## config.mk

```make
export PLATFORM = sky130hd
export DESIGN_NAME = flash_loader
export DESIGN_NICKNAME = d
export VERILOG_FILES = /design/src/rtl/flash_loader.sv
export SDC_FILE = /design/constraint.sdc
export NUM_CORES = 1
export LEC_CHECK = 0
export BUFFER_PORTS_ARGS = -buffer_cell sky130_fd_sc_hd__buf_2
export CAP_MARGIN = 20
export CORE_ASPECT_RATIO = 0.8
export CORE_UTILIZATION = 50
export DETAILED_ROUTE_END_ITERATION = 8
export GPL_TIMING_DRIVEN = 0
export PLACE_DENSITY = 0.73
export RECOVER_POWER = 100
export SYNTH_ARGS = -nofsm -noshare
export SYNTH_HDL_FRONTEND = slang
export SYNTH_SLANG_ARGS = --single-unit
```

## constraint.sdc

```tcl
create_clock -name clk -period 8.35 [get_ports clk]
set_input_delay 1.67 -clock clk [delete_from_list [all_inputs] [get_ports clk]]
set_output_delay 1.67 -clock clk [all_outputs]
set_load 0.005 [all_outputs]
```

## src/rtl/flash_loader.sv

```systemverilog
// Bulk copier: reads LENGTH bytes from the SPI flash reader starting at SRC and
// writes each one to a memory port starting at DST, one byte in flight at a time.
module flash_loader #(
  parameter int unsigned MEM_AW  = 24,
  parameter int unsigned LEN_W   = 24,
  parameter int unsigned BUSY_TO = 15
) (
  input  logic              clk,
  input  logic              reset,
  input  logic              start,
  input  logic [23:0]       src_addr,
  input  logic [MEM_AW-1:0] dst_addr,
  input  logic [LEN_W-1:0]  length,
  input  logic              flash_ready,
  input  logic              flash_busy,
  input  logic [7:0]        flash_dout,
  output logic [23:0]       flash_addr,
  output logic              flash_cs,
  output logic [MEM_AW-1:0] mem_addr,
  output logic [7:0]        mem_din,
  output logic              mem_we,
  input  logic              mem_ack,
  output logic              active,
  output logic              done,
  output logic              error,
  output logic [LEN_W-1:0]  count
);

  localparam int unsigned TO_W = $clog2(BUSY_TO + 1);

  typedef enum logic [2:0] {
    S_IDLE,
    S_WAIT_RDY,
    S_REQ,
    S_WAIT_DATA,
    S_WRITE
  } state_e;

  state_e            state_q;
  logic [23:0]       src_q;
  logic [MEM_AW-1:0] dst_q;
  logic [LEN_W-1:0]  len_q;
  logic [LEN_W-1:0]  count_q;
  logic [TO_W-1:0]   to_q;
  logic [23:0]       flash_addr_q;
  logic              flash_cs_q;
  logic [MEM_AW-1:0] mem_addr_q;
  logic [7:0]        mem_din_q;
  logic              mem_we_q;
  logic              active_q;
  logic              done_q;
  logic              error_q;

  logic [23:0]       flash_addr_d;
  logic [MEM_AW-1:0] mem_addr_d;
  logic [LEN_W-1:0]  count_d;

  // Addresses are formed from the running count so both sides wrap naturally.
  always_comb begin
    flash_addr_d = src_q + 24'(count_q);
    mem_addr_d   = dst_q + MEM_AW'(count_q);
    count_d      = count_q + LEN_W'(1);
  end

  always_ff @(posedge clk) begin
    if (reset) begin
      state_q      <= S_IDLE;
      src_q        <= '0;
      dst_q        <= '0;
      len_q        <= '0;
      count_q      <= '0;
      to_q         <= '0;
      flash_addr_q <= '0;
      flash_cs_q   <= 1'b0;
      mem_addr_q   <= '0;
      mem_din_q    <= '0;
      mem_we_q     <= 1'b0;
      active_q     <= 1'b0;
      done_q       <= 1'b0;
      error_q      <= 1'b0;
    end else begin
      done_q <= 1'b0;
      case (state_q)
        S_IDLE: begin
          if (start) begin
            src_q   <= src_addr;
            dst_q   <= dst_addr;
            len_q   <= length;
            count_q <= '0;
            error_q <= 1'b0;
            if (length == '0) begin
              done_q <= 1'b1;
            end else begin
              active_q <= 1'b1;
              state_q  <= S_WAIT_RDY;
            end
          end
        end
        // Waiting on !busy also keeps us clear of a read left over from a reset.
        S_WAIT_RDY: begin
          if (flash_ready && !flash_busy) begin
            flash_cs_q   <= 1'b1;
            flash_addr_q <= flash_addr_d;
            to_q         <= '0;
            state_q      <= S_REQ;
          end
        end
        S_REQ: begin
          if (flash_busy) begin
            flash_cs_q <= 1'b0;
            state_q    <= S_WAIT_DATA;
          end else if (to_q == TO_W'(BUSY_TO - 1)) begin
            flash_cs_q <= 1'b0;
            error_q    <= 1'b1;
            active_q   <= 1'b0;
            state_q    <= S_IDLE;
          end else begin
            to_q <= to_q + TO_W'(1);
          end
        end
        S_WAIT_DATA: begin
          if (!flash_busy) begin
            mem_din_q  <= flash_dout;
            mem_addr_q <= mem_addr_d;
            mem_we_q   <= 1'b1;
            state_q    <= S_WRITE;
          end
        end
        S_WRITE: begin
          if (mem_ack) begin
            mem_we_q <= 1'b0;
            count_q  <= count_d;
            if (count_d == len_q) begin
              done_q   <= 1'b1;
              active_q <= 1'b0;
              state_q  <= S_IDLE;
            end else begin
              state_q <= S_WAIT_RDY;
            end
          end
        end
        default: state_q <= S_IDLE;
      endcase
    end
  end

  assign flash_addr = flash_addr_q;
  assign flash_cs   = flash_cs_q;
  assign mem_addr   = mem_addr_q;
  assign mem_din    = mem_din_q;
  assign mem_we     = mem_we_q;
  assign active     = active_q;
  assign done       = done_q;
  assign error      = error_q;
  assign count      = count_q;

endmodule
```

* Word-level counts from Yosys, hierarchy flattened
Cells that the tools add are included.
** Storage, ports and cells
- Register bits :: 164
- Word-level logic and storage cells :: 92
** Cells by class
- Mux-type cells :: 38
- Equality and inequality tests :: 16
- Reduce and logical (&&, ||, !) cells :: 19
- Add/subtract/negate cells :: 4
- Bitwise logic cells :: 1
** Operators by type and width (number)
- adder 24 bit :: 2
- 2-to-1 mux 24 bit :: 2
- one-hot mux 24 bit (2 select lines) :: 1
- adder 24 x 1 -> 24 bit (second input constant) :: 1
- == test 24 bit :: 1
- logical NOT 24 bit :: 1
- 2-to-1 mux 3 bit :: 7
- 2-to-1 mux 1 bit :: 18
- inequality test 2 bit (second input constant) :: 9
- one-hot mux 3 bit (5 select lines) :: 1
- 2-to-1 mux 4 bit :: 3
- AND reduction 3 bit :: 3
- one-hot mux 1 bit (2 select lines) :: 4
- one-hot mux 4 bit (2 select lines) :: 1
- AND reduction 4 bit :: 2
- nonzero test 2 bit :: 4
- AND reduction 7 bit :: 1
- == test 3 x 2 -> 1 bit (second input constant) :: 2
- AND reduction 2 bit :: 3
- AND reduction 6 bit :: 1
- adder 4 x 1 -> 4 bit (second input constant) :: 1
- == test 4 bit (second input constant) :: 1
- == test 3 x 1 -> 1 bit (second input constant) :: 1
- == test 3 bit (second input constant) :: 1
- 7 further kinds :: 7

* Depth between registers and ports, before layout
Gate-level depths: netlist (run 1).
- Depth after elaboration :: 5
- Gate-level depth with buffers :: 11
- Mapped depth without buffers :: 11

* Least setup slack after synthesis (run 1)
Ideal clock, no wire load.
- Path kind :: register -> register
- From :: register count_q[6], in the netlist count[6]
- To :: register mem_addr_q[23], in the netlist mem_addr[23]
- Cell stages (with the launch flop) :: 10
- Path slack :: 5.289 ns
- Setup time :: 0.086 ns
- Path buffers :: 0
- Arrival time :: 2.976 ns
- Cells stage by stage :: dfxtp_1 -> ha_1 -> a41o_1 -> a221oi_1 -> o211ai_1 -> a2111oi_0 -> o311ai_0 -> o31a_1 -> xnor2_1 -> a211oi_1
** On the way
- Longest elaborated chain between the ends :: 1
** RTL lines
- start: declaration :: RTL line 43 : logic [LEN_W-1:0] count_q;
- start signal: assignment :: RTL line 132 : count_q <= count_d;
- adder 24 bit :: RTL line 61 : mem_addr_d = dst_q + MEM_AW'(count_q);
- end signal: assignment :: RTL line 124 : mem_addr_q <= mem_addr_d;
- end: declaration :: RTL line 47 : logic [MEM_AW-1:0] mem_addr_q;
Every way passes these cells.
A chain may end at the register's enable or synchronous reset.

* Final worst setup path (run 1)
Ends and elaborated chain as after synthesis.

==> impl_summary.txt, run 1 <==
----------------------------------------------------
[STA]
  Transition time of the tightest slew-check pin ... 1.02 ns
  Worst clock skew ... 0.00849 ns
  Total Neg Setup Slack ... 0 ns
  Minimum period implied by the final worst setup slack ... 3.98 ns
  Remaining max-slew budget at the tightest pin ... 30.5%
  Number of setup violations in the final report ... 0
  Max-slew violation count ... 0
  Hold violation count in the final report ... 0
  Max Freq ... 0.252 GHz
  Unrepaired setup endpoints after global routing ... no
  Final critical-path share of the clock period ... between 40% and 50%

[Outcome]
  Status ... finished, final reports clean

[Synthesis]
  Mean cell area of the mapped netlist ... 7.67 µm²
  Number of register bits inferred by synthesis ... between 150 and 200
  Sequential fraction of the synthesis area ... a little over a third
  Async SR Flop Fraction ... 0%
  Adder-cell area share of the yosys netlist ... 7.16%
  Primary FF master, synth ... sky130_fd_sc_hd__dfxtp_1
  Xor and xnor fraction of the mapped netlist area ... 5.47%
  Total of warnings raised by yosys ... 0
  Yosys cell types ... 69
  EDFF count, synth ... 0
  Syn Nets ... about 1300
  Combinational family with the most area after synthesis ... simple AND/OR/NAND/NOR gates
  Gate Count Post-Synth ... 1189
  Share of synthesized area spent on multiplexers ... 0.123%
  Proportion of netlist area held by the largest area contributor ... between 30 and 40%
  Post-Syn Area ... 0.00912 mm²
  Cells taking the most area after synthesis ... sky130_fd_sc_hd__dfxtp_1, sky130_fd_sc_hd__nand2_1, sky130_fd_sc_hd__a21oi_1
  Post-synthesis compound-gate area fraction ... 21.8%
  Largest area contributor in the netlist ... sky130_fd_sc_hd__dfxtp_1
  Simple logic cell fraction of the synthesized area ... 25.1%

[Clocking]
  Sink count of the clock tree ... between 150 and 200
  CTS clock-pin slew for the worst setup and hold paths ... 0.07 ns
  Hold bufs inserted after CTS ... 0
  TritonCTS clock tree ... built
  Number of cells upsized or downsized after cts ... 0
  Buffer depth of the longest clock path ... 2
  Buffer type at the clock tree root ... sky130_fd_sc_hd__clkbuf_16
  Setup Fix Bufs, Post-CTS ... 0
  Source-to-sink clock delay at the later pin of the worst-skew pair ... 0.43 ns
  Number of buffers inserted during clock tree synthesis ... 17
  Number of levels in the clock H-tree ... 4

[Floorplan]
  Initial Utilization ... 51.9%
  Core area ... about 0.018 mm²
  Vertical extent of the die ... about 120 µm
  Die Wd ... approximately 150 µm
  Floorplan row count ... 43
  IO Count ... 171
  Die area ... 0.0188 mm²

[Drt]
  Number of routed nets with antenna violations ... 0
  Via count normalized by instance count ... 5.78
  Number of detailed-route iterations in the first pass ... 6
  Drt drc ... 0
  Routed vias ... 9332
  Wire per inst ... 18.0 µm
  Drt first-iter violations ... roughly 700
  Total detailed-routing wirelength ... 29000 µm

[Finish]
  Total number of nets in the final design ... 1515
  Antenna diode instance count ... 0
  Relative area change from synthesis to final layout ... 19.3%
  Share of layout cells above drive strength 1 ... 12.2%
  Number of standard cells in the final layout excluding fillers ... 1615

[GRT]
  Initial antenna violation count ... 0
  Largest net degree at the start of global routing ... 17
  Total Routing Usage GR ... 31.1%
  Global-route congestion overflow total ... 0
  Vias in the first global route ... around 8300
  First-pass GRT wire length ... 44600 µm

[Worst setup path]
  Critical path class ... flop to flop
  Required time of the worst setup path ... between 8 and 9 ns
  Critical Path Fanout Max ... 9
  Nature of the critical path endpoint ... flop
  Signal arrival time at the worst endpoint ... 4.32 ns
  R2R Setup Slk ... around 4.4 ns
  Critical path startpoint category ... flop

[Placed design]
  PortBufs ... between 150 and 200
  Placed wire-length estimate after detailed placement ... between 20000 and 25000 µm
  Total placed cells including tap cells ... approximately 1600
  Global placer's final weighted congestion ... between 0.9 and 1

[Power]
  P per Cell Area ... between 150 and 200 mW/mm²
  Maximum ir drop on the vdd rail ... 0.128 mV
  Static leakage power ... roughly 4.4 nW

[Flow run]
  Max-cap violations ... 0

[Min path]
  Worst min path class ... flop to flop

----------------------------------------------------
## logic make-up (layout without fill, tap and decap cells)
family | count (synthesis) | after routing
multiplexers | 1 | 1
AND/OR/NAND/NOR | 497 | 497
flip-flops | 164 | 164
adder cells (fa/ha/maj) | 51 | 51
XOR/XNOR | 57 | 57
buffers and inverters | 84 | 285
AO/OA/AOI/OAI | 335 | 335
## layout by cell type (no fill, tap or decap), types with 9 or more instances in the layout
| cell type | instances |
|---|---|
| sky130_fd_sc_hd__and3_1 | 13 |
| sky130_fd_sc_hd__inv_1 | 19 |
| sky130_fd_sc_hd__clkbuf_16 | 17 |
| sky130_fd_sc_hd__clkbuf_1 | 111 |
| sky130_fd_sc_hd__o21ai_0 | 50 |
| sky130_fd_sc_hd__xnor2_1 | 36 |
| sky130_fd_sc_hd__nor4_1 | 13 |
| sky130_fd_sc_hd__nor3_1 | 29 |
| sky130_fd_sc_hd__ha_1 | 49 |
| sky130_fd_sc_hd__a211oi_1 | 20 |
| sky130_fd_sc_hd__a21oi_1 | 173 |
| sky130_fd_sc_hd__nand2_1 | 252 |
| sky130_fd_sc_hd__or3_1 | 9 |
| sky130_fd_sc_hd__a21o_1 | 11 |
| sky130_fd_sc_hd__nand3_1 | 21 |
| sky130_fd_sc_hd__dfxtp_1 | 164 |
| sky130_fd_sc_hd__buf_2 | 113 |
| sky130_fd_sc_hd__nor2_1 | 84 |
| sky130_fd_sc_hd__nand4_1 | 10 |
| sky130_fd_sc_hd__xor2_1 | 21 |
| sky130_fd_sc_hd__nor2b_1 | 13 |
| sky130_fd_sc_hd__nand2b_1 | 10 |
| sky130_fd_sc_hd__o21a_1 | 13 |
| sky130_fd_sc_hd__nand3b_1 | 13 |
## Yosys cell counts, drive strengths merged (7+ instances only)
master,n
nor2b,13
clkbuf,55
a31oi,8
o31ai,8
xor2,21
a21o,11
ha,49
buf,10
or3,9
nor3,29
dfxtp,164
xnor2,36
inv,19
nand2b,10
or4,8
o211ai,7
o21a,13
nand2,252
nand3b,13
and3,14
a211oi,20
o21ai,50
nand4,11
a21oi,173
nor4,14
nand3,22
nor2,84
## state kept, by name, summed over array words and instances, names as in the netlist
name / flops
count: 24
flash_cs: 1
dst_q: 24
len_q: 24
mem_we: 1
state_q: 3
mem_addr: 24
src_q: 24
active: 1
error: 1
done: 1
to_q: 4
flash_addr: 24
mem_din: 8
## power breakdown
part	switching (mW)	internal (mW)	total (mW)
Combinational	0.127	0.0781	0.205
Clock	0.332	0.623	0.954
Sequential	0.0227	0.811	0.834
Total	0.481	1.51	1.99
## worst paths after layout
kind / from / endpoint / depth (start not counted)
min reg2reg: flash_addr[14] / flash_addr[14] / 2
max: count[6] / mem_addr[23] / 9
max reg2reg: count[6] / mem_addr[23] / 9
min: flash_addr[14] / flash_addr[14] / 2
## stage by stage
step	cell area, µm²	hold slack (ns)	util (%)	total power [mW]	worst slack (ns)
final	10900	0.448	61.9	1.99	4.37
after global routing	10900	0.465	61.9	2.06	4.13
after CTS	11000	0.450	62.3	2.00	4.46
after detailed placement	10300	0.441	58.3	1.05	4.52
after global placement	10300	0.435	58.3	1.05	4.51
after floorplan	9120	0.440	-	0.976	5.29
## layer usage
layer	global-route usage [%]	share of wire (%)	routed length (µm)
met3	4.77	7.7	2230
met4	13.3	2.9	849
met1	44.4	47	13700
met2	46.5	42	12200
met5	0	0	0
## cell type report
class	instances	area, µm²
Tap cell	225	282
Buffer	65	320
Timing Repair Buffer	170	781
Multi-Input combinational cell	941	5440
Sequential cell	164	3280
Clock buffer	19	433
Clock inverter	12	275
Inverter	19	71.3
Fill cell	1724	6710
## worst max-delay path, cell delays in order, from the launching register on
cell and delay [ns]:
sky130_fd_sc_hd__dfxtp_1 0.68, sky130_fd_sc_hd__ha_1 0.41, sky130_fd_sc_hd__a21o_1 0.23, sky130_fd_sc_hd__a221oi_1 0.38
sky130_fd_sc_hd__o211ai_1 0.18, sky130_fd_sc_hd__a2111oi_0 0.94, sky130_fd_sc_hd__o311ai_0 0.38, sky130_fd_sc_hd__o31a_1 0.35
sky130_fd_sc_hd__xnor2_1 0.13, sky130_fd_sc_hd__a211oi_1 0.22
Power figures use the tool's default switching activity.
==> run 2: changes to the inputs <==
PLACE_DENSITY = 0.76   (was 0.73)
clock period = 3.6 ns   (was 8.35 ns; I/O delays follow)
==> run 2 against run 1 <==
Effect of this change:
- combinational power up 130%
- critical path depth increased by 1
- first-iteration DRC count rose by 21%
- setup slack got worse by 4.2 ns
- register-to-register slack got worse by 4.2 ns
- die area unchanged
- total power grew 120%
- critical endpoint is now done
==> impl_summary.txt, run 2 (synthesis results as in run 1) <==
----------------------------------------------------
[STA]
  Max-slew violation count ... 0
  Transition time of the tightest slew-check pin ... 0.820 ns
  Remaining max-slew budget at the tightest pin ... 44.8%
  Total Neg Setup Slack ... 0 ns
  Max Freq ... approximately 0.29 GHz
  Worst clock skew ... 0.0112 ns
  Worst Hold Slack ... 0.447 ns
  Unrepaired setup endpoints after global routing ... no
  Number of setup violations in the final report ... 0
  Final worst-path setup slack ... 0.137 ns
  Hold violation count in the final report ... 0
  Minimum period implied by the final worst setup slack ... approximately 3.5 ns
  Final critical-path share of the clock period ... between 90% and 100%

[Clocking]
  Number of levels in the clock H-tree ... 4
  Sink count of the clock tree ... 164
  Number of buffers inserted during clock tree synthesis ... 17
  TritonCTS clock tree ... built
  Buffer type at the clock tree root ... sky130_fd_sc_hd__clkbuf_16
  Hold bufs inserted after CTS ... 0
  Buffer depth of the longest clock path ... 2
  Source-to-sink clock delay at the later pin of the worst-skew pair ... 0.44 ns
  CTS clock-pin slew for the worst setup and hold paths ... 0.07 ns

[Drt]
  Highest metal layer with signal wires ... met4
  Number of detailed-route iterations in the first pass ... 5
  Length of routed wiring on met1 ... roughly 13000 µm
  Total detailed-routing wirelength ... 29100 µm
  Wire per inst ... 18.0 µm
  Total met3 wirelength after detailed routing ... 2950 µm
  Drt first-iter violations ... about 850
  Routed vias ... around 9500
  Met2 Routed Length ... around 13000 µm
  Number of routed nets with antenna violations ... 0
  Drt drc ... 0
  Via count normalized by instance count ... 5.87

[Worst setup path]
  Critical path class ... flop to flop
  Depth of the worst register-to-register path ... 10
  Critical Path Fanout Max ... 8
  Nature of the critical path endpoint ... flop
  Required time of the worst setup path ... 3.94 ns
  Critical path startpoint category ... flop
  R2R Setup Slk ... between 0.1 and 0.15 ns
  Signal arrival time at the worst endpoint ... 3.80 ns

[GRT]
  Largest net degree at the start of global routing ... 17
  Total Routing Usage GR ... 30.8%
  Vias in the first global route ... 8319
  Global-route congestion overflow total ... 0
  First-pass GRT wire length ... roughly 44000 µm
  Initial antenna violation count ... 0

[Finish]
  Highest-count cells in the layout ignoring fill and taps ... sky130_fd_sc_hd__nand2_1, sky130_fd_sc_hd__a21oi_1, sky130_fd_sc_hd__dfxtp_1
  Share of layout cells above drive strength 1 ... 13.3%
  Relative area change from synthesis to final layout ... 19.2%
  Final core occ ... 61.8%
  Commonest non-fill, non-tap cell in the layout ... sky130_fd_sc_hd__nand2_1
  Antenna diode instance count ... 0
  Area taken by multi-input logic gates ... 0.00547 mm²
  Number of standard cells in the final layout excluding fillers ... 1614
  Total number of nets in the final design ... roughly 1500
  Fill cell total of the finished layout ... 1626
  Final design instance area without fill ... 0.0109 mm²
  Flip-flop and latch area ... 0.00329 mm²

[Floorplan]
  IO Count ... 171
  Initial Utilization ... 51.9%
  Die Wd ... 153 µm
  Floorplan row count ... 43
  Core area ... 0.0176 mm²
  Vertical extent of the die ... 123 µm
  Die area ... 0.0188 mm²

[Outcome]
  Status ... finished, final reports clean

[Flow run]
  Max-cap violations ... 0

[Power]
  Total power ... 4.48 mW
  Maximum ir drop on the vdd rail ... 0.331 mV
  P per Cell Area ... 412 mW/mm²
  Static leakage power ... 4.41 nW

[Min path]
  Worst min path class ... flop to flop
  Number of instances on the worst hold path ... 2

[Placed design]
  Worst Setup Slack post-DPL ... -0.288 ns
  Placed wire-length estimate after detailed placement ... 21600 µm
  Area after DPL ... 0.0103 mm²
  PortBufs ... around 170
  Global placer's final weighted congestion ... 0.972
  Total placed cells including tap cells ... 1583

----------------------------------------------------
## run 2: area by class of cell
class	count	share of cell area, %
clock inverters	11	1.82
well taps	225	2.59
plain buffers	64	2.85
repair buffers	169	7.17
multi-input cells	941	50.3
clock buffers	21	4.33
flip-flops and latches	164	30.3
inverters	19	0.656
## run 2: path summary, 6_finish.rpt
check	start	end
setup / recovery	count[4]	done
hold / removal	flash_addr[14]	flash_addr[14]
setup reg to reg	count[4]	done
hold reg to reg	flash_addr[14]	flash_addr[14]
## run 2: layer usage
layer | up-vias | GRT usage [%]
met5 | - | 0
met4 | 0 | 6.63
met3 | 42 | 6.85
met2 | 454 | 48.2
met1 | 4404 | 43.2
li1 | 4573 | -
## run 2: where the power goes
| part | total [mW] | internal (mW) | switching [mW] |
|---|---|---|---|
| registers | 1.93 | 1.88 | 0.0522 |
| logic | 0.475 | 0.180 | 0.295 |
| clock network | 2.07 | 1.29 | 0.775 |
| total | 4.48 | 3.35 | 1.12 |
## run 2: critical path, cell delays in order (launching register included)
cell and delay (ns):
sky130_fd_sc_hd__dfxtp_1 0.52, sky130_fd_sc_hd__buf_4 0.23, sky130_fd_sc_hd__inv_1 0.09, sky130_fd_sc_hd__or4_1 0.51
sky130_fd_sc_hd__clkbuf_2 0.18, sky130_fd_sc_hd__or4_4 0.46, sky130_fd_sc_hd__or4_1 0.54, sky130_fd_sc_hd__a211oi_1 0.25
sky130_fd_sc_hd__nand4_1 0.21, sky130_fd_sc_hd__a2bb2oi_1 0.20, sky130_fd_sc_hd__nor4_2 0.17
## run 2: timing repair
action | CTS | global route
setup buffers | 0 | 0
pin swaps | 0 | 1
setup endpoints to repair | 5 | 10
hold endpoints to repair | 0 | 0
gates resized for setup | 4 | 11
